--- src/rtl/pipe_stage_buf.sv ---
// pipe_stage_buf: multi-lane pipeline stage register with valid/ready
// handshake, optional skid entry and exception flush.
// Build option: define PIPE_SKID_EN for the two-entry skid variant with a
// registered in_ready; leave it undefined for a single register with a
// combinational in_ready.
module pipe_stage_buf #(
  parameter int                 LANES         = 2,
  parameter int                 DATA_W        = 128,
  parameter logic [DATA_W-1:0]  RESET_PAYLOAD = {DATA_W{1'b0}}
) (
  input  logic                    clk,
  input  logic                    rst,
  input  logic                    flush,
  input  logic [LANES-1:0]        in_valid,
  input  logic [LANES*DATA_W-1:0] in_data,
  output logic                    in_ready,
  output logic [LANES-1:0]        out_valid,
  output logic [LANES*DATA_W-1:0] out_data,
  input  logic                    out_ready,
  output logic [1:0]              count
);

  // Occupancy doubles as the FSM state; ST_TWO is only reachable with the skid.
  typedef enum logic [1:0] {
    ST_EMPTY = 2'd0,
    ST_ONE   = 2'd1,
    ST_TWO   = 2'd2
  } state_t;

  state_t                  r_state;
  state_t                  w_state_next;
  logic [LANES-1:0]        r_main_valid;
  logic [LANES*DATA_W-1:0] r_main_data;
  logic [LANES*DATA_W-1:0] w_in_masked;
  logic                    w_accept;
  logic                    w_fire;
  logic                    w_load_main_in;
  logic                    w_clear_main;
`ifdef PIPE_SKID_EN
  logic [LANES-1:0]        r_skid_valid;
  logic [LANES*DATA_W-1:0] r_skid_data;
  logic                    r_in_ready;
  logic                    w_load_main_skid;
  logic                    w_load_skid;
`endif

  // Bubble lanes carry the reset payload so downstream sees a clean NOP.
  for (genvar g = 0; g < LANES; g++) begin : g_mask
    assign w_in_masked[g*DATA_W +: DATA_W] =
      in_valid[g] ? in_data[g*DATA_W +: DATA_W] : RESET_PAYLOAD;
  end

  assign w_accept  = in_ready & (|in_valid);
  assign w_fire    = (|r_main_valid) & out_ready;
  assign out_valid = r_main_valid;
  assign out_data  = r_main_data;
  assign count     = r_state;

  // State register: reset and flush both return to EMPTY.
  always_ff @(posedge clk) begin
    // NOTE: sequential state uses non-blocking assignments so every register
    // samples the pre-edge values regardless of block ordering.
    if (rst || flush) r_state <= ST_EMPTY;
    else              r_state <= w_state_next;
  end

  // Next-state logic from the accept/fire handshake events.
  always_comb begin
    // NOTE: defaulting every always_comb output first prevents latch inference.
    w_state_next = r_state;
    case (r_state)
      ST_EMPTY: if (w_accept) w_state_next = ST_ONE;
`ifdef PIPE_SKID_EN
      ST_ONE: begin
        if (w_accept && !w_fire)      w_state_next = ST_TWO;
        else if (!w_accept && w_fire) w_state_next = ST_EMPTY;
      end
      ST_TWO:   if (w_fire) w_state_next = ST_ONE;
`else
      ST_ONE:   if (!w_accept && w_fire) w_state_next = ST_EMPTY;
`endif
      default:  w_state_next = ST_EMPTY;
    endcase
  end

  // Datapath controls decoded from state and handshake events.
  always_comb begin
    w_load_main_in   = 1'b0;
    w_clear_main     = 1'b0;
`ifdef PIPE_SKID_EN
    w_load_main_skid = 1'b0;
    w_load_skid      = 1'b0;
    case (r_state)
      ST_EMPTY: w_load_main_in = w_accept;
      ST_ONE: begin
        w_load_main_in = w_accept & w_fire;
        w_load_skid    = w_accept & ~w_fire;
        w_clear_main   = ~w_accept & w_fire;
      end
      ST_TWO:   w_load_main_skid = w_fire;
      default:  ;
    endcase
`else
    case (r_state)
      ST_EMPTY: w_load_main_in = w_accept;
      ST_ONE: begin
        // In this build accept in ONE implies the current group fires.
        w_load_main_in = w_accept;
        w_clear_main   = ~w_accept & w_fire;
      end
      default:  ;
    endcase
`endif
  end

  // Main register: drives the downstream stage; data holds when emptied.
  always_ff @(posedge clk) begin
    if (rst || flush) begin
      r_main_valid <= '0;
      r_main_data  <= {LANES{RESET_PAYLOAD}};
    end else if (w_load_main_in) begin
      r_main_valid <= in_valid;
      r_main_data  <= w_in_masked;
`ifdef PIPE_SKID_EN
    end else if (w_load_main_skid) begin
      r_main_valid <= r_skid_valid;
      r_main_data  <= r_skid_data;
`endif
    end else if (w_clear_main) begin
      r_main_valid <= '0;
    end
  end

`ifdef PIPE_SKID_EN
  // Skid register: catches the group accepted while main is stalled.
  always_ff @(posedge clk) begin
    if (rst || flush) begin
      r_skid_valid <= '0;
      r_skid_data  <= {LANES{RESET_PAYLOAD}};
    end else if (w_load_skid) begin
      r_skid_valid <= in_valid;
      r_skid_data  <= w_in_masked;
    end
  end

  // Registered ready: low only when the stage will hold two groups.
  always_ff @(posedge clk) begin
    if (rst || flush) r_in_ready <= 1'b1;
    else              r_in_ready <= (w_state_next != ST_TWO);
  end

  assign in_ready = r_in_ready;
`else
  assign in_ready = ~(|r_main_valid) | out_ready;
`endif

endmodule
--- config.mk ---
export PLATFORM = sky130hd
export DESIGN_NAME = pipe_stage_buf
export DESIGN_NICKNAME = d
export VERILOG_FILES = /design/src/rtl/pipe_stage_buf.sv
export SDC_FILE = /design/constraint.sdc
export NUM_CORES = 1
export LEC_CHECK = 0
export BUFFER_PORTS_ARGS = -buffer_cell sky130_fd_sc_hd__buf_2
export CORE_AREA = 2 2 206 208
export CTS_CLUSTER_SIZE = 28
export DETAILED_ROUTE_END_ITERATION = 8
export DIE_AREA = 0 0 208 210
export SETUP_SLACK_MARGIN = 0.2
export SYNTH_ARGS = -nofsm -noshare
export SYNTH_HDL_FRONTEND = slang
export SYNTH_SLANG_ARGS = --single-unit
--- constraint.sdc ---
create_clock -name clk -period 1.78 [get_ports clk]
set_input_delay 0.178 -clock clk [delete_from_list [all_inputs] [get_ports clk]]
set_output_delay 0.178 -clock clk [all_outputs]
set_load 0.005 [all_outputs]
==> run summary, run 1 <==
clock skew: 0.01145 ns
DP Wirelength: 20320 um
Post-Syn Instances: 593
IO Count: 523
Worst Setup SP: in_valid[0]
reg-to-reg endpoint: out_data[98]
largest cells by area after synthesis: dfxtp_1 64%, a22o_1 25%, a22o_2 3.2%
DRC: 0
top cell type's share of synthesized area: 64.49%
Rows: 75
pin count of the biggest net entering global routing: 50
max-cap viol count: 0
root buf cell: clkbuf_16
Final Cycle Share: 85.78%
r2r setup slk: 0.30 ns
1st-iter DRT viols: 546
DR vias: 8299
number of buffers created by CTS: 27
GR Overflow Total: 0
Clock Tree Buf Depth: 3
Post-Syn Area: 8040 um^2
Die Height: 210 um
GRT met3 Usage: 3.352%
Die W: 208 um
vias per cell: 4.269
final net count: 1647
status: completed
most common cell after layout, fill and taps aside: buf_2
die area: 43680 um^2
final worst hold slack: 0.03737 ns
clock slew seen by the registers of the worst setup and hold paths: 0.06 ns
Post-Route Utilization: 35.87%
Max H-tree Level: 1
Slew Limit Fails: 0
crit path capture type: flip-flop
drt total wl: 31930 um
Final Hold Vio Count: 0
area leader, netlist: dfxtp_1
GRT busiest layer: met2
post-detailed-route wirelength per cell: 16.42 um
IO buf count: 521
setup slack at placement: 0.1986 ns
RSZ-0062 raised after global routing: false
setup_tns: 0 ns
Lkg Pwr: 7.244 nW
Skew-Pair Late Insertion Delay: 0.54 ns
Worst Path Max Fanout: 40
GPL Wtd Cong: 0.7270
Final Critical Period: 1.527 ns
synthesized area per cell: 13.56 um^2
CP endpoint: out_data[159]
Layout Area Growth over Synthesis: 85.03%
fmax: 654.9 MHz
Fillers: 3932
crit path DAT: 2.01 ns
layout cells sized above 1: 45.69%
met1 usage: 14.34%
cells on worst reg2reg path: 4
antenna violations before repair: 1
Cell Pwr Density: 900.2 nW/um^2
first-pass GRT wire length: 48240 um
Tot GR Track Use: 13.63%
CTS tree: built
r2r startpoint: out_valid[1]
Ant. Diodes: 0
Yosys warnings: 0
Final ANT Viol Nets: 0
peak supply drop: 0.5857 mV
setup slack after layout: 0.2530 ns
met2 GRT Util: 25.67%
vias in the first global route: 8827
Initial Util: 19.38%
HP Class: in2reg
syn_nets: 855
required time worst endpoint: 2.26 ns
Setup Viol. Count Final: 0
Seq/Total Area, Yosys: 64.49%
Synth cell types: 21
Worst setup SP type: input port
Worst Path Class, Setup: in2reg
drt first pass iters: 5
clock sinks: 259
Synth Register Bits: 259
commonest cells after routing, fill and taps aside: 521 x buf_2, 258 x dlygate4sd3_1, 257 x dfxtp_1, 230 x a22o_1, 29 x buf_4
core footprint: 41480 um^2
Yosys cell counts:
cell type	instances
nor2_1	4
buf_4	17
nor3b_1	2
nand2b_1	2
a22o_1	230
clkbuf_8	5
and3_4	1
nor3_1	2
buf_2	25
or2_1	1
and3_1	1
dfxtp_1	259
o21ai_0	1
a21oi_1	2
a22oi_1	1
buf_6	10
conb_1	1
a21oi_4	1
o21bai_4	1
a22o_2	26
or2_4	1
layer usage:
layer  wire length (um)  share of wire (%)  vias up
met2              16280                 51      443
met1              11880                 37     3913
met4               1290                4.0        0
met5                  0                  0        -
li1                   -                  -     3875
met3               2481                7.8       68
area by class of cell:
class	instances	area (um^2)	share of cell area, %
timing repair buffer	820	5652	37.99
sequential	259	5187	34.87
multi-input combinational	277	2426	16.31
clock buffer	40	834.6	5.610
tap	539	674.4	4.533
clock inverter	9	102.6	0.6897
per-stage QoR:
step / cell area [um^2] / std cells / power, mW
2_1_floorplan: 8040 / 593 / 6.568
3_3_place_gp: 11260 / 1632 / 7.160
3_5_place_dp: 11260 / 1632 / 7.174
4_1_cts: 14830 / 1942 / 13.49
5_1_grt: 14880 / 1944 / 13.90
6_report: 14880 / 1944 / 13.39
registers in the layout, indices dropped and copies added (netlist names):
| name | flops |
|---|---|
| out_data | 256 |
| out_valid | 2 |
| count | 1 |
worst min-delay path by stage:
| stage | start | endpoint | cells after the start | slack [ns] |
|---|---|---|---|---|
| after floorplan | in_data[0] | out_data[0] | 1 | 0.30 |
| after detailed placement | in_data[76] | out_data[76] | 2 | 0.39 |
| after CTS | rst | out_valid[0] | 3 | 0.01 |
| final | rst | out_valid[0] | 3 | 0.04 |
| after global placement | in_data[64] | out_data[64] | 2 | 0.39 |
| after global routing | rst | out_valid[0] | 3 | 0.06 |
worst max-delay path, stage by stage:
cell,delay [ns]
dlygate4sd3_1,0.55
buf_2,0.16
or2_4,0.24
a21oi_4,0.23
buf_12,0.20
buf_12,0.22
a22o_1,0.17
kinds of logic after synthesis:
group,count (synthesis),synth area share [%]
flip-flops,259,64.49
AO/OA/AOI/OAI,262,29.01
other,1,0.04664
buffers and inverters,57,5.400
AND/OR/NAND/NOR,14,1.058
where the power goes:
part | switching [mW] | total [mW] | internal (mW)
Clock | 2.32 | 5.84 | 3.52
Combinational | 0.546 | 1.46 | 0.913
Sequential | 0.109 | 6.10 | 5.99
repair_timing:
| action | in CTS | in global routing |
|---|---|---|
| gates resized for setup | 0 | 4 |
| hold buffers | 258 | 0 |
| endpoints found under the setup margin | 10 | 81 |
| gates cloned | 0 | 1 |
| pin swaps | 1 | 1 |
| endpoints found under the hold margin | 258 | 0 |
| buffers inserted | 3 | 1 |
Note: power is estimated with default switching activity, not from simulation.
==> run 2, diff against run 1 <==
--- a/config.mk
+++ b/config.mk
@@ -6,11 +6,13 @@
 export NUM_CORES = 1
 export LEC_CHECK = 0
 export BUFFER_PORTS_ARGS = -buffer_cell sky130_fd_sc_hd__buf_2
-export CORE_AREA = 2 2 206 208
+export CORE_AREA = 4 4 202 204
 export CTS_CLUSTER_SIZE = 28
 export DETAILED_ROUTE_END_ITERATION = 8
-export DIE_AREA = 0 0 208 210
+export DIE_AREA = 0 0 206 208
+export PLACE_DENSITY = 0.44
 export SETUP_SLACK_MARGIN = 0.2
+export SLEW_MARGIN = 20
 export SYNTH_ARGS = -nofsm -noshare
 export SYNTH_HDL_FRONTEND = slang
 export SYNTH_SLANG_ARGS = --single-unit
==> run summary, run 2 (same netlist as run 1, synthesis figures left out) <==
status: completed
GR Overflow Total: 0
core footprint: 39280 um^2
Clock Tree Buf Depth: 3
pin count of the biggest net entering global routing: 65
setup_tns: 0 ns
r2r setup slk: 0.25 ns
RSZ-0062 raised after global routing: true
Setup Viol. Count Final: 0
Die Height: 208 um
Post-Route Utilization: 37.55%
Worst Setup SP: in_valid[0]
required time worst endpoint: 2.26 ns
number of buffers created by CTS: 28
IO buf count: 521
Final ANT Viol Nets: 0
antenna violations before repair: 0
fmax: 651.3 MHz
clock skew: 0.01098 ns
Fillers: 3812
GPL Wtd Cong: 0.7930
max reg flops: 256
die area: 42850 um^2
clock slew seen by the registers of the worst setup and hold paths: 0.06 ns
Tot GR Track Use: 13.94%
peak supply drop: 0.7189 mV
vias in the first global route: 8602
IO Count: 523
Cells on Worst Hold Path: 3
Cell Pwr Density: 878.4 nW/um^2
1st-iter DRT viols: 410
final net count: 1642
Final Critical Period: 1.535 ns
Worst Path Class, Setup: in2reg
most common cell after layout, fill and taps aside: buf_2
layout cells sized above 1: 45.02%
Max H-tree Level: 1
DP Wirelength: 22110 um
Worst setup SP type: input port
DR vias: 8057
drt total wl: 32850 um
max-cap viol count: 0
Layout Area Growth over Synthesis: 83.41%
root buf cell: clkbuf_16
Die W: 206 um
commonest cells after routing, fill and taps aside: 521 x buf_2, 259 x dfxtp_1, 258 x dlygate4sd3_1, 230 x a22o_1, 31 x clkbuf_16
Final Hold Vio Count: 0
Lkg Pwr: 7.172 nW
HP Class: in2reg
Final Cycle Share: 86.26%
reg-to-reg endpoint: out_data[143]
Initial Util: 20.47%
CTS tree: built
Rows: 73
clock sinks: 259
DRC: 0
vias per cell: 4.194
first-pass GRT wire length: 48150 um
r2r startpoint: out_valid[1]
crit path DAT: 2.01 ns
Slew Limit Fails: 0
cells on worst reg2reg path: 4
crit path capture type: flip-flop
Skew-Pair Late Insertion Delay: 0.54 ns
drt first pass iters: 5
post-detailed-route wirelength per cell: 17.10 um
Worst Path Max Fanout: 34
CP endpoint: out_data[118]
run 2: cell types whose count changed in the layout (fill, tap and decap cells not counted), sizes merged:
cell,change
clkbuf,-2
buf,-7
bufinv,-2
diode,+1
clkinv,+1
run 2: metal layers:
layer,vias up,wire [um],track usage (%)
li1,3858,-,-
met1,3741,12570,15.40
met2,409,16100,25.11
met3,49,3099,3.943
met4,0,1084,5.392
met5,-,0,0
run 2: how the worst min path moves through the flow:
stage | startpoint | endpoint | slack, ns
floorplan | in_data[0] | out_data[0] | 0.30
global placement | in_data[75] | out_data[75] | 0.39
detailed placement | in_data[107] | out_data[107] | 0.39
CTS | in_valid[1] | out_valid[1] | 0.01
global route | in_valid[1] | out_valid[1] | 0.04
finish | in_valid[1] | out_valid[1] | 0.04
run 2: what timing repair did:
| action | 4_1_cts | 5_1_grt |
|---|---|---|
| cloned | 0 | 2 |
| pin swaps | 1 | 1 |
| setup buffers | 2 | 5 |
| hold buffers | 258 | 0 |
| endpoints found under the setup margin | 15 | 27 |
| resized for setup | 0 | 2 |
| hold endpoints to repair | 258 | 0 |
run 2: area by class of cell:
type	instances	area, um^2	share of cell area, %
antenna	1	2.502	0.01697
clock buffer	37	795.8	5.396
clock inverter	8	43.79	0.2970
multi-input combinational	277	2426	16.45
sequential	259	5185	35.16
tap	525	656.9	4.454
timing repair buffer	814	5637	38.22
run 2: critical path, stage by stage:
cell	delay (ns)
dlygate4sd3_1	0.57
buf_2	0.17
or2_4	0.25
a21oi_4	0.24
buf_12	0.20
buf_16	0.20
a22o_1	0.17
run 2: metrics by stage:
step                std cells  total power [mW]  area, um^2  setup slack [ns]  hold slack, ns
floorplan                 593             6.568        8040            0.4463          0.3035
global placement         1608             7.182       11210            0.2485          0.3869
detailed placement       1608             7.176       11210            0.2238          0.3908
CTS                      1913             13.10       14650            0.2009        0.009877
global route             1920             13.46       14740            0.1815         0.04095
finish                   1921             12.95       14750            0.2446         0.04171
run 2: power by group:
part / internal (mW) / switching, mW / leakage (nW)
sequential: 5.99 / 0.101 / 2.11
combinational: 0.910 / 0.547 / 4.64
clock: 3.10 / 2.31 / 0.423
total: 10.0 / 2.96 / 7.17
==> run 3, diff against run 2 <==
--- a/config.mk
+++ b/config.mk
@@ -5,12 +5,13 @@
 export SDC_FILE = /design/constraint.sdc
 export NUM_CORES = 1
 export LEC_CHECK = 0
+export ABC_AREA = 1
 export BUFFER_PORTS_ARGS = -buffer_cell sky130_fd_sc_hd__buf_2
-export CORE_AREA = 4 4 202 204
+export CORE_AREA = 4 4 199 201
 export CTS_CLUSTER_SIZE = 28
 export DETAILED_ROUTE_END_ITERATION = 8
-export DIE_AREA = 0 0 206 208
-export PLACE_DENSITY = 0.44
+export DIE_AREA = 0 0 203 205
+export PLACE_DENSITY = 0.53
 export SETUP_SLACK_MARGIN = 0.2
 export SLEW_MARGIN = 20
 export SYNTH_ARGS = -nofsm -noshare
==> run summary, run 3 <==
Final Hold Vio Count: 0
status: completed
Skew-Pair Late Insertion Delay: 0.54 ns
commonest cells after routing, fill and taps aside: 519 x buf_2, 261 x nand2_1, 258 x nand3_1, 258 x dfxtp_1, 257 x dlygate4sd3_1
IO buf count: 521
Final ANT Viol Nets: 0
Cells on Worst Hold Path: 3
Layout Area Growth over Synthesis: 75.66%
post-detailed-route wirelength per cell: 16.61 um
area leader, netlist: dfxtp_1
Internal Pwr Total: 10.65 mW
Slew Limit Fails: 0
Yosys warnings: 0
dpl cells: 2117
Worst Path Max Fanout: 25
max-cap viol count: 0
r2r setup slk: 0.21 ns
GR Overflow Total: 0
IO Count: 523
drt first pass iters: 7
required time worst endpoint: 2.25 ns
Clock Tree Buf Depth: 3
Psw: 3.476 mW
fmax: 638.4 MHz
clock slew seen by the registers of the worst setup and hold paths: 0.06 ns
clock sinks: 259
Max H-tree Level: 1
top cell type's share of synthesized area: 55.67%
setup_tns: 0 ns
Final Critical Period: 1.566 ns
vias in the first global route: 11612
syn_nets: 1422
combinational share of power: 14.3%
Flop pwr share: 43.0%
Post-synth EDFFs: 0
Seq/Total Area, Yosys: 55.67%
Synth Flop Type: dfxtp_1
Finished Layout Cells: 2438
Post-Syn Instances: 1160
Placed Area: 12620 um^2
Die Height: 205 um
RSZ-0062 raised after global routing: true
count leader, synth: nand2_1
reg-to-reg endpoint: out_data[63]
DRC: 0
Worst Min Path Start: flush
layout cells sized above 1: 32.66%
Post-Syn Area: 9314 um^2
cells on worst reg2reg path: 6
final net count: 2166
crit path capture type: flip-flop
Worst setup SP type: flip-flop
Worst Path Class, Setup: reg2reg
most common cell after layout, fill and taps aside: buf_2
Worst Setup SP: out_valid[1]
post-synthesis async set-or-reset flop share: 0%
design area: 16360 um^2
pin count of the biggest net entering global routing: 130
Cell Pwr Density: 863.4 nW/um^2
Max-slew headroom: 50.86%
peak supply drop: 0.6396 mV
first-pass GRT wire length: 62040 um
max reg flops: 256
Tot GR Track Use: 17.92%
antenna violations before repair: 0
drt total wl: 40480 um
crit path DAT: 2.03 ns
clock skew: 0.008514 ns
Setup Viol. Count Final: 0
DP Wirelength: 25870 um
largest cells by area after synthesis: dfxtp_1 56%, a21oi_1 14%, nand3_1 14%
Fillers: 3662
1st-iter DRT viols: 675
root buf cell: clkbuf_16
die area: 41620 um^2
HP Class: in2reg
final worst hold slack: 0.09340 ns
vias per cell: 4.644
core footprint: 37580 um^2
CTS tree: built
GPL Wtd Cong: 0.7867
Synth Register Bits: 259
Initial Util: 24.79%
switching part of the total: 24.61%
synthesized area per cell: 8.029 um^2
Die W: 203 um
DR vias: 11323
Commonest cells post-synth: 261 x nand2_1, 259 x a21oi_1, 259 x dfxtp_1, 259 x nand3_1, 57 x clkbuf_1
Synth cell types: 13
r2r startpoint: out_valid[1]
Rows: 71
Slew @ Worst Pin: 0.7371 ns
number of buffers created by CTS: 29
Final Cycle Share: 88.00%
Lkg Pwr: 7.362 nW
clock network power share: 42.6%
Min-Delay Endpoint: out_data[7]
run 3: critical path, cell delays in order (launching register included):
cell	delay, ns
dfxtp_1	0.36
o21ai_4	0.22
buf_12	0.17
buf_12	0.16
buf_12	0.18
nand3_1	0.14
a21oi_2	0.23
run 3: timing repair:
| action | 4_1_cts | 5_1_grt |
|---|---|---|
| buffers inserted | 4 | 2 |
| resized for setup | 5 | 8 |
| hold endpoints to repair | 258 | 0 |
| setup endpoints to repair | 1 | 35 |
| gates cloned | 2 | 2 |
| hold buffers | 257 | 0 |
| pin swaps | 1 | 2 |
run 3: layout make-up:
| type | instances | area, um^2 | area share (%) |
|---|---|---|---|
| Antenna cell | 1 | 2.502 | 0.01530 |
| Timing Repair Buffer | 826 | 5888 | 35.99 |
| Clock buffer | 45 | 905.9 | 5.537 |
| Multi-Input combinational cell | 785 | 3662 | 22.38 |
| Sequential cell | 259 | 5186 | 31.70 |
| Clock inverter | 8 | 65.06 | 0.3977 |
| Inverter | 3 | 11.26 | 0.06883 |
| Tap cell | 511 | 639.4 | 3.908 |
run 3: power by group through the flow:
stage	combinational, mW	clock [mW]	sequential, mW
after global routing	2.20	6.41	6.09
after global placement	1.49	0	6.19
after floorplan	0.673	0	6.21
after CTS	1.99	6.19	6.07
after detailed placement	1.50	0	6.19
final	2.03	6.02	6.08
run 3: cells by family after synthesis:
group                  count (synthesis)  share of synthesized area [%]
DFF                                  259                          55.67
other                                  1                        0.04026
AOI/OAI and AO/OA                    260                          14.09
and+or+nand+nor                      523                          24.64
buffers and inverters                117                          5.562
run 3: worst max-delay path by stage:
stage                               end  cells after the start
final                      out_data[63]                      6
after global routing           in_ready                      3
after CTS                      in_ready                      3
after detailed placement  out_data[200]                      5
after global placement    out_data[249]                      4
after floorplan           out_data[217]                      6
run 3: routing by layer:
layer  vias to the layer above  track usage (%)  wire [um]  part of all wire, %
met4                         0            8.366       1856                  4.6
met2                       528            30.77      19130                   47
met1                      5261            20.98      16070                   40
met5                         -                0          0                    0
li1                       5408                -          -                    -
met3                       126            4.622       3425                  8.5
run 3: stage by stage:
stage	setup WS [ns]	power, mW	util (%)
after floorplan	0.5505	6.884	-
after global placement	0.2599	7.684	33.58
after detailed placement	0.2218	7.692	33.58
after CTS	0.2372	14.25	43.31
after global routing	0.1665	14.71	43.53
final	0.2136	14.13	43.54
